==> src/rtl/fifo_sync_param_if.sv <==
// Handshake/status bundle between a producer/consumer pair and fifo_sync_param.
//   master : producer/consumer side; drives wr_en/din/rd_en and observes everything else
//   slave  : FIFO side; samples requests and drives data, occupancy, state, flags, acks
// DATA_WIDTH and DEPTH must match the fifo_sync_param instance that the interface is bound to.
interface fifo_sync_param_if #(
  parameter int DATA_WIDTH = 8,
  parameter int DEPTH      = 8
);
  localparam int CW = $clog2(DEPTH) + 1;

  logic                  wr_en;
  logic [DATA_WIDTH-1:0] din;
  logic                  rd_en;
  logic [DATA_WIDTH-1:0] dout;
  logic [CW-1:0]         data_count;
  logic [2:0]            state;
  logic                  full;
  logic                  empty;
  logic                  almost_full;
  logic                  almost_empty;
  logic                  wr_ack;
  logic                  wr_err;
  logic                  rd_ack;
  logic                  rd_err;

  modport master (
    output wr_en, din, rd_en,
    input  dout, data_count, state, full, empty, almost_full, almost_empty,
           wr_ack, wr_err, rd_ack, rd_err
  );

  modport slave (
    input  wr_en, din, rd_en,
    output dout, data_count, state, full, empty, almost_full, almost_empty,
           wr_ack, wr_err, rd_ack, rd_err
  );
endinterface

==> src/rtl/fifo_sync_param.sv <==
// Single-clock synchronous FIFO with an occupancy counter, an operation-state
// register and registered handshake pulses.
//   clk   : rising-edge clock
//   reset : asynchronous, active-high; clears every register except the storage array
//   bus   : fifo_sync_param_if.slave
//           wr_en/din   write request and data
//           rd_en/dout  read request and registered read data (one-cycle latency)
//           data_count  registered occupancy 0..DEPTH
//           state       last operation: INIT/READ/WRITE/RD_ERROR/WR_ERROR/NO_OP/RD_WR
//           full/empty/almost_full/almost_empty  decoded from data_count
//           wr_ack/wr_err/rd_ack/rd_err          one-cycle pulses after the sampling edge
module fifo_sync_param #(
  parameter int DATA_WIDTH = 8,
  parameter int DEPTH      = 8,   // power of two, >= 2
  parameter int AF_THRESH  = 6,   // 1..DEPTH
  parameter int AE_THRESH  = 2    // 0..DEPTH-1
) (
  input  logic              clk,
  input  logic              reset,
  fifo_sync_param_if.slave  bus
);
  localparam int AW = $clog2(DEPTH);
  localparam int CW = AW + 1;

  localparam logic [CW-1:0] DEPTH_C = CW'(DEPTH);
  localparam logic [CW-1:0] AF_C    = CW'(AF_THRESH);
  localparam logic [CW-1:0] AE_C    = CW'(AE_THRESH);

  typedef enum logic [2:0] {
    S_INIT     = 3'b000,
    S_READ     = 3'b001,
    S_WRITE    = 3'b010,
    S_RD_ERROR = 3'b011,
    S_WR_ERROR = 3'b100,
    S_NO_OP    = 3'b101,
    S_RD_WR    = 3'b110
  } state_t;

  logic [DATA_WIDTH-1:0] mem [DEPTH];
  logic [AW-1:0]         wr_ptr, rd_ptr;
  logic [CW-1:0]         count_q, count_d;
  logic [DATA_WIDTH-1:0] dout_q;
  logic                  wr_ack_q, wr_err_q, rd_ack_q, rd_err_q;
  state_t                state_q, state_d;
  logic                  wacc, racc, werr, rerr;

  // Acceptance uses the pre-edge count only, so a read never frees room for a
  // same-edge write when full, and a write never feeds a same-edge read when empty.
  always_comb begin
    wacc    = bus.wr_en && (count_q != DEPTH_C);
    racc    = bus.rd_en && (count_q != '0);
    werr    = bus.wr_en && !wacc;
    rerr    = bus.rd_en && !racc;
    count_d = count_q + CW'(wacc) - CW'(racc);

    // Next state ignores the current state, so an illegal 3'b111 self-clears.
    state_d = S_NO_OP;
    if (werr)              state_d = S_WR_ERROR;
    else if (rerr)         state_d = S_RD_ERROR;
    else if (wacc && racc) state_d = S_RD_WR;
    else if (wacc)         state_d = S_WRITE;
    else if (racc)         state_d = S_READ;
  end

  always_ff @(posedge clk or posedge reset) begin
    if (reset) state_q <= S_INIT;
    else       state_q <= state_d;
  end

  // Storage is intentionally not reset.
  always_ff @(posedge clk) begin
    if (wacc) mem[wr_ptr] <= bus.din;
  end

  always_ff @(posedge clk or posedge reset) begin
    if (reset) begin
      wr_ptr   <= '0;
      rd_ptr   <= '0;
      count_q  <= '0;
      dout_q   <= '0;
      wr_ack_q <= 1'b0;
      wr_err_q <= 1'b0;
      rd_ack_q <= 1'b0;
      rd_err_q <= 1'b0;
    end else begin
      count_q <= count_d;
      if (wacc) wr_ptr <= wr_ptr + AW'(1);
      // Reads the slot before this edge's write lands, so a simultaneous
      // read/write always returns the oldest entry.
      if (racc) begin
        dout_q <= mem[rd_ptr];
        rd_ptr <= rd_ptr + AW'(1);
      end
      wr_ack_q <= wacc;
      wr_err_q <= werr;
      rd_ack_q <= racc;
      rd_err_q <= rerr;
    end
  end

  assign bus.dout         = dout_q;
  assign bus.data_count   = count_q;
  assign bus.state        = state_q;
  assign bus.full         = (count_q == DEPTH_C);
  assign bus.empty        = (count_q == '0);
  assign bus.almost_full  = (count_q >= AF_C);
  assign bus.almost_empty = (count_q <= AE_C);
  assign bus.wr_ack       = wr_ack_q;
  assign bus.wr_err       = wr_err_q;
  assign bus.rd_ack       = rd_ack_q;
  assign bus.rd_err       = rd_err_q;
endmodule
==> src/flat_wrapper.sv <==
// flat-port wrapper written by rule: the top's interface ports become plain ports
module fifo_sync_param_flat 
#(
  parameter int DATA_WIDTH = 8,
  parameter int DEPTH      = 8,                        
  parameter int AF_THRESH  = 6,              
  parameter int AE_THRESH  = 2                 
)
  (clk, reset, bus_wr_en, bus_din, bus_rd_en, bus_dout, bus_data_count, bus_state, bus_full, bus_empty, bus_almost_full, bus_almost_empty, bus_wr_ack, bus_wr_err, bus_rd_ack, bus_rd_err);
  fifo_sync_param_if #(.DATA_WIDTH(DATA_WIDTH), .DEPTH(DEPTH)) bus_i ();
  input  logic clk;
  input  logic reset;
  input wire logic [$bits(bus_i.wr_en)-1:0] bus_wr_en;
  input wire logic [$bits(bus_i.din)-1:0] bus_din;
  input wire logic [$bits(bus_i.rd_en)-1:0] bus_rd_en;
  output wire logic [$bits(bus_i.dout)-1:0] bus_dout;
  output wire logic [$bits(bus_i.data_count)-1:0] bus_data_count;
  output wire logic [$bits(bus_i.state)-1:0] bus_state;
  output wire logic [$bits(bus_i.full)-1:0] bus_full;
  output wire logic [$bits(bus_i.empty)-1:0] bus_empty;
  output wire logic [$bits(bus_i.almost_full)-1:0] bus_almost_full;
  output wire logic [$bits(bus_i.almost_empty)-1:0] bus_almost_empty;
  output wire logic [$bits(bus_i.wr_ack)-1:0] bus_wr_ack;
  output wire logic [$bits(bus_i.wr_err)-1:0] bus_wr_err;
  output wire logic [$bits(bus_i.rd_ack)-1:0] bus_rd_ack;
  output wire logic [$bits(bus_i.rd_err)-1:0] bus_rd_err;
  assign bus_i.wr_en = bus_wr_en;
  assign bus_i.din = bus_din;
  assign bus_i.rd_en = bus_rd_en;
  assign bus_dout = bus_i.dout;
  assign bus_data_count = bus_i.data_count;
  assign bus_state = bus_i.state;
  assign bus_full = bus_i.full;
  assign bus_empty = bus_i.empty;
  assign bus_almost_full = bus_i.almost_full;
  assign bus_almost_empty = bus_i.almost_empty;
  assign bus_wr_ack = bus_i.wr_ack;
  assign bus_wr_err = bus_i.wr_err;
  assign bus_rd_ack = bus_i.rd_ack;
  assign bus_rd_err = bus_i.rd_err;
  fifo_sync_param #(.DATA_WIDTH(DATA_WIDTH), .DEPTH(DEPTH), .AF_THRESH(AF_THRESH), .AE_THRESH(AE_THRESH)) u_core (.clk(clk), .reset(reset), .bus(bus_i));
endmodule
==> config.mk <==
export PLATFORM = sky130hd
export DESIGN_NAME = fifo_sync_param_flat
export DESIGN_NICKNAME = d
export VERILOG_FILES = /design/src/rtl/fifo_sync_param_if.sv /design/src/rtl/fifo_sync_param.sv /design/src/flat_wrapper.sv
export SDC_FILE = /design/constraint.sdc
export NUM_CORES = 1
export LEC_CHECK = 0
export ABC_CLOCK_PERIOD_IN_PS = 2690
export BUFFER_PORTS_ARGS = -buffer_cell sky130_fd_sc_hd__buf_2
export CAP_MARGIN = 40
export CORE_UTILIZATION = 45
export DETAILED_ROUTE_END_ITERATION = 10
export HOLD_SLACK_MARGIN = 0.15
export SLEW_MARGIN = 20
export SYNTH_ARGS = -nofsm -noshare
export SYNTH_HDL_FRONTEND = slang
export SYNTH_SLANG_ARGS = --single-unit
==> constraint.sdc <==
create_clock -name clk -period 2.69 [get_ports clk]
set_input_delay 0.1345 -clock clk [delete_from_list [all_inputs] [get_ports clk]]
set_output_delay 0.1345 -clock clk [all_outputs]
set_load 0.02 [all_outputs]
==> reports/qor.csv <==
metric;value;unit
run_status;complete, no violations;
vdd.ir_drop.worst;0.386;mV
grt_max_degree;35;
place.port_buffers;34;
vias_per_cell;5.09;
cts.sinks;89;
setup.worst_path.end;u_core.bus.data_count[1];
fp-row-count;32;
vias;2015;
synth_mux_area_share;9.78;%
maximum_level_of_the_cts_h_tree;3;
worst_reg2reg_endpoint;u_core.bus.data_count[1];
detail_route.drc_violations;0;
post_route_cells_drive_above_1_share;30.6;%
critPathLaunchType;register;
min_path_type;primary input to asynchronous set/reset pin;
critical-path-max-stage-delay;0.43;ns
antenna_violations_before_repair;0;
route.detailed.wl_per_inst;17.6;µm
timing.critical_path.cells;inv_1 > ha_1 > or3b_1 > buf_4 > nand2_8 > inv_1 > ha_1 > inv_1 > fa_1 > inv_1;
grt_use_total;18.1;%
die_outline_area;0.00870;mm²
first_global_vias;2062;
cts_setup_buffers;0;
worst_setup_path_startpoint;u_core.bus.data_count[2];
cp_max_fo;8;
cp_data_arrival_time;2.58;ns
final_util;55.3;%
drt_first_pass_iters;4;
worst_r2r_path_depth;10;
criticalPathCategory;register to register;
avg_synthesized_cell_area;16.2;µm²
synth_seq_cells;89;
synth_compound_area_share;8.11;%
critical_path_data_required_time;2.98;ns
mappedNetlistNets;255;
worst_slew_pin_slew;0.856;ns
layout_min_cycle_time;2.29;ns
most-common-layout-cells;sky130_fd_sc_hd__edfxtp_1, sky130_fd_sc_hd__buf_2, sky130_fd_sc_hd__dfrtp_1;
drt_wl_total;6.99;mm
clk_transition_reported_paths;0.09;ns
worst_slew_margin_rel;42.7;%
postSynth.topFlopCell;sky130_fd_sc_hd__edfxtp_1;
antennaDiodeCount;0;
final_worst_path_period_share;85.0;%
die-width;93.3;µm
cts_tree;done;
reg2reg_slack;0.40;ns
core_region_area;0.00789;mm²
final_max_slew_viol_count;0;
post_cts_resize_count;0;
powerDensity;1050;mW/mm²
post_synthesis_instance_area;0.00375;mm²
worst_setup_path_end_kind;register;
synth_enable_flop_cells;64;
drtAntennaViolNets;0;
place_hpwl;4.52;mm
hold_violations;0;
ctsLongestPathBuffers;2;
drt_iter0_markers;101;
floorplan.die.height;93.3;µm
parity_gate_share_of_the_synthesized_area_counting_xor_and_xnor_cells;1.40;%
synth_simple_gate_area_share;4.27;%
netlist_instances;231;
clockRootBuffer;sky130_fd_sc_hd__clkbuf_8;
r2r_start;u_core.bus.data_count[2];
gpl.final_weighted_congestion;0.696;
crit_slowest_cell;sky130_fd_sc_hd__dfrtp_1;
yosysWarnings;0;
max_cap_viol_count;0;
rsz0062_at_grt;no;
fin_tns_setup;0;ns
nets;313;
post_synth_num_cell_types;36;
most_common_cell_after_layout_fill_and_taps_aside;sky130_fd_sc_hd__edfxtp_1;
synthesized_area_fraction_occupied_by_adder_cells;4.20;%
fmaxAchievable;0.438;GHz
p_leak;1.73;nW
most_used_cell_cp;sky130_fd_sc_hd__inv_1;
areaGrowthSynthToFinish;16.2;%
io_pins;35;
grt_first_pass_wirelength;11.1;mm
clock_latency;0.35;ns
final_worst_clock_skew;0.0110;ns
synth_async_sr_flop_share;28.1;%
gr-total-overflow;0;
tritoncts.num_buffers;9;
main_combinational_cell_family_by_area_after_synthesis;multiplexers;
initial_core_util;47.5;%
synth.yosys.seq_area_share;67.9;%
final_setup_violation_count;0;
==> area by class of cell <==
| class | instances | area, µm² |
|---|---|---|
| Fill cell | 632 | 3530 |
| Sequential cell | 89 | 2550 |
| Multi-Input combinational cell | 118 | 1050 |
| Timing Repair Buffer | 57 | 378 |
| Clock buffer | 11 | 141 |
| Tap cell | 102 | 128 |
| Clock inverter | 5 | 65.1 |
| Inverter | 14 | 52.6 |
==> critical path: cells and delay by family (launching register included) <==
kind	cells	cell delay, ns
buffers and inverters	5	0.52
and+or+nand+nor	2	0.48
adders and majority gates	3	0.81
DFF	1	0.43
==> through the flow <==
| step | hold slack, ns | cell area [µm²] | setup slack [ns] | cells | power [W] |
|---|---|---|---|---|---|
| 4_1_cts | 0.297 | 4350 | 0.396 | 395 | 0.00465 |
| 2_1_floorplan | 0.162 | 3750 | 0.212 | 231 | 0.00329 |
| 3_3_place_gp | 0.405 | 4010 | 0.471 | 366 | 0.00367 |
| 5_1_grt | 0.326 | 4360 | 0.218 | 396 | 0.00488 |
| 6_report | 0.317 | 4360 | 0.405 | 396 | 0.00459 |
| 3_5_place_dp | 0.135 | 4040 | 0.432 | 368 | 0.00370 |
==> synthesized netlist by cell type (2+ instances only) <==
cell type                   n  area share, %
sky130_fd_sc_hd__mux2i_1   16            4.3
sky130_fd_sc_hd__a22o_1     8            1.9
sky130_fd_sc_hd__edfxtp_1  64             51
sky130_fd_sc_hd__xnor2_1    5            1.2
sky130_fd_sc_hd__dfrtp_1   25             17
sky130_fd_sc_hd__nand2_1    5           0.50
sky130_fd_sc_hd__ha_1      11            3.7
sky130_fd_sc_hd__inv_1     14            1.4
sky130_fd_sc_hd__buf_6      3           0.90
sky130_fd_sc_hd__nand2b_1   4           0.67
sky130_fd_sc_hd__buf_1      2           0.20
sky130_fd_sc_hd__nor2_1     5           0.50
sky130_fd_sc_hd__buf_12     2            1.1
sky130_fd_sc_hd__o22ai_1    8            1.3
sky130_fd_sc_hd__o21ai_0   11            1.5
sky130_fd_sc_hd__nand3_1    2           0.27
sky130_fd_sc_hd__mux2_2    17            5.1
sky130_fd_sc_hd__nor3_1     4           0.53
sky130_fd_sc_hd__o31ai_2    8            2.7
==> where the power goes <==
part	switching, W	internal (W)	total, W
sequential	0.000186	0.00179	0.00197
combinational	0.000970	0.000721	0.00169
clock	0.000463	0.000463	0.000926
==> cells by family after synthesis <==
| family | after synthesis |
|---|---|
| flops | 89 |
| compound gates | 39 |
| mux | 34 |
| simple gates | 27 |
| buf+inv | 24 |
| fa+ha+maj | 12 |
| xor+xnor | 6 |
==> flip-flops by register name (all words and copies together) (netlist names) <==
register               count
u_core.bus.rd_ack          1
u_core.bus.wr_ack          1
u_core.mem                64
u_core.wr_ptr              3
u_core.bus.dout            8
u_core.bus.rd_err          1
u_core.bus.data_count      4
u_core.bus.wr_err          1
u_core.bus.state           3
u_core.rd_ptr              3
==> routing by layer <==
layer	part of all wire, %	track usage (%)	vias to the layer above	routed length (µm)
li1	-	-	981	-
met1	45	24.0	981	3150
met2	49	29.0	46	3420
met3	4.7	3.41	7	325
met4	1.3	8.08	0	91
met5	0	0	-	0
==> worst min path at each step <==
stage | from | endpoint | cells past startpoint
finish | reset | u_core.bus.data_count[2] | 3
global route | reset | u_core.bus.dout[1] | 3
CTS | reset | u_core.bus.dout[1] | 3
detailed placement | reset | u_core.rd_ptr[2] | 2
global placement | reset | u_core.bus.dout[4] | 2
floorplan | reset | u_core.bus.data_count[0] | 1
==> timing repair <==
item,4_1_cts,5_1_grt
hold endpoints to repair,98,0
setup endpoints to repair,0,0
hold buffers,11,0
Power figures use the tool's default switching activity.
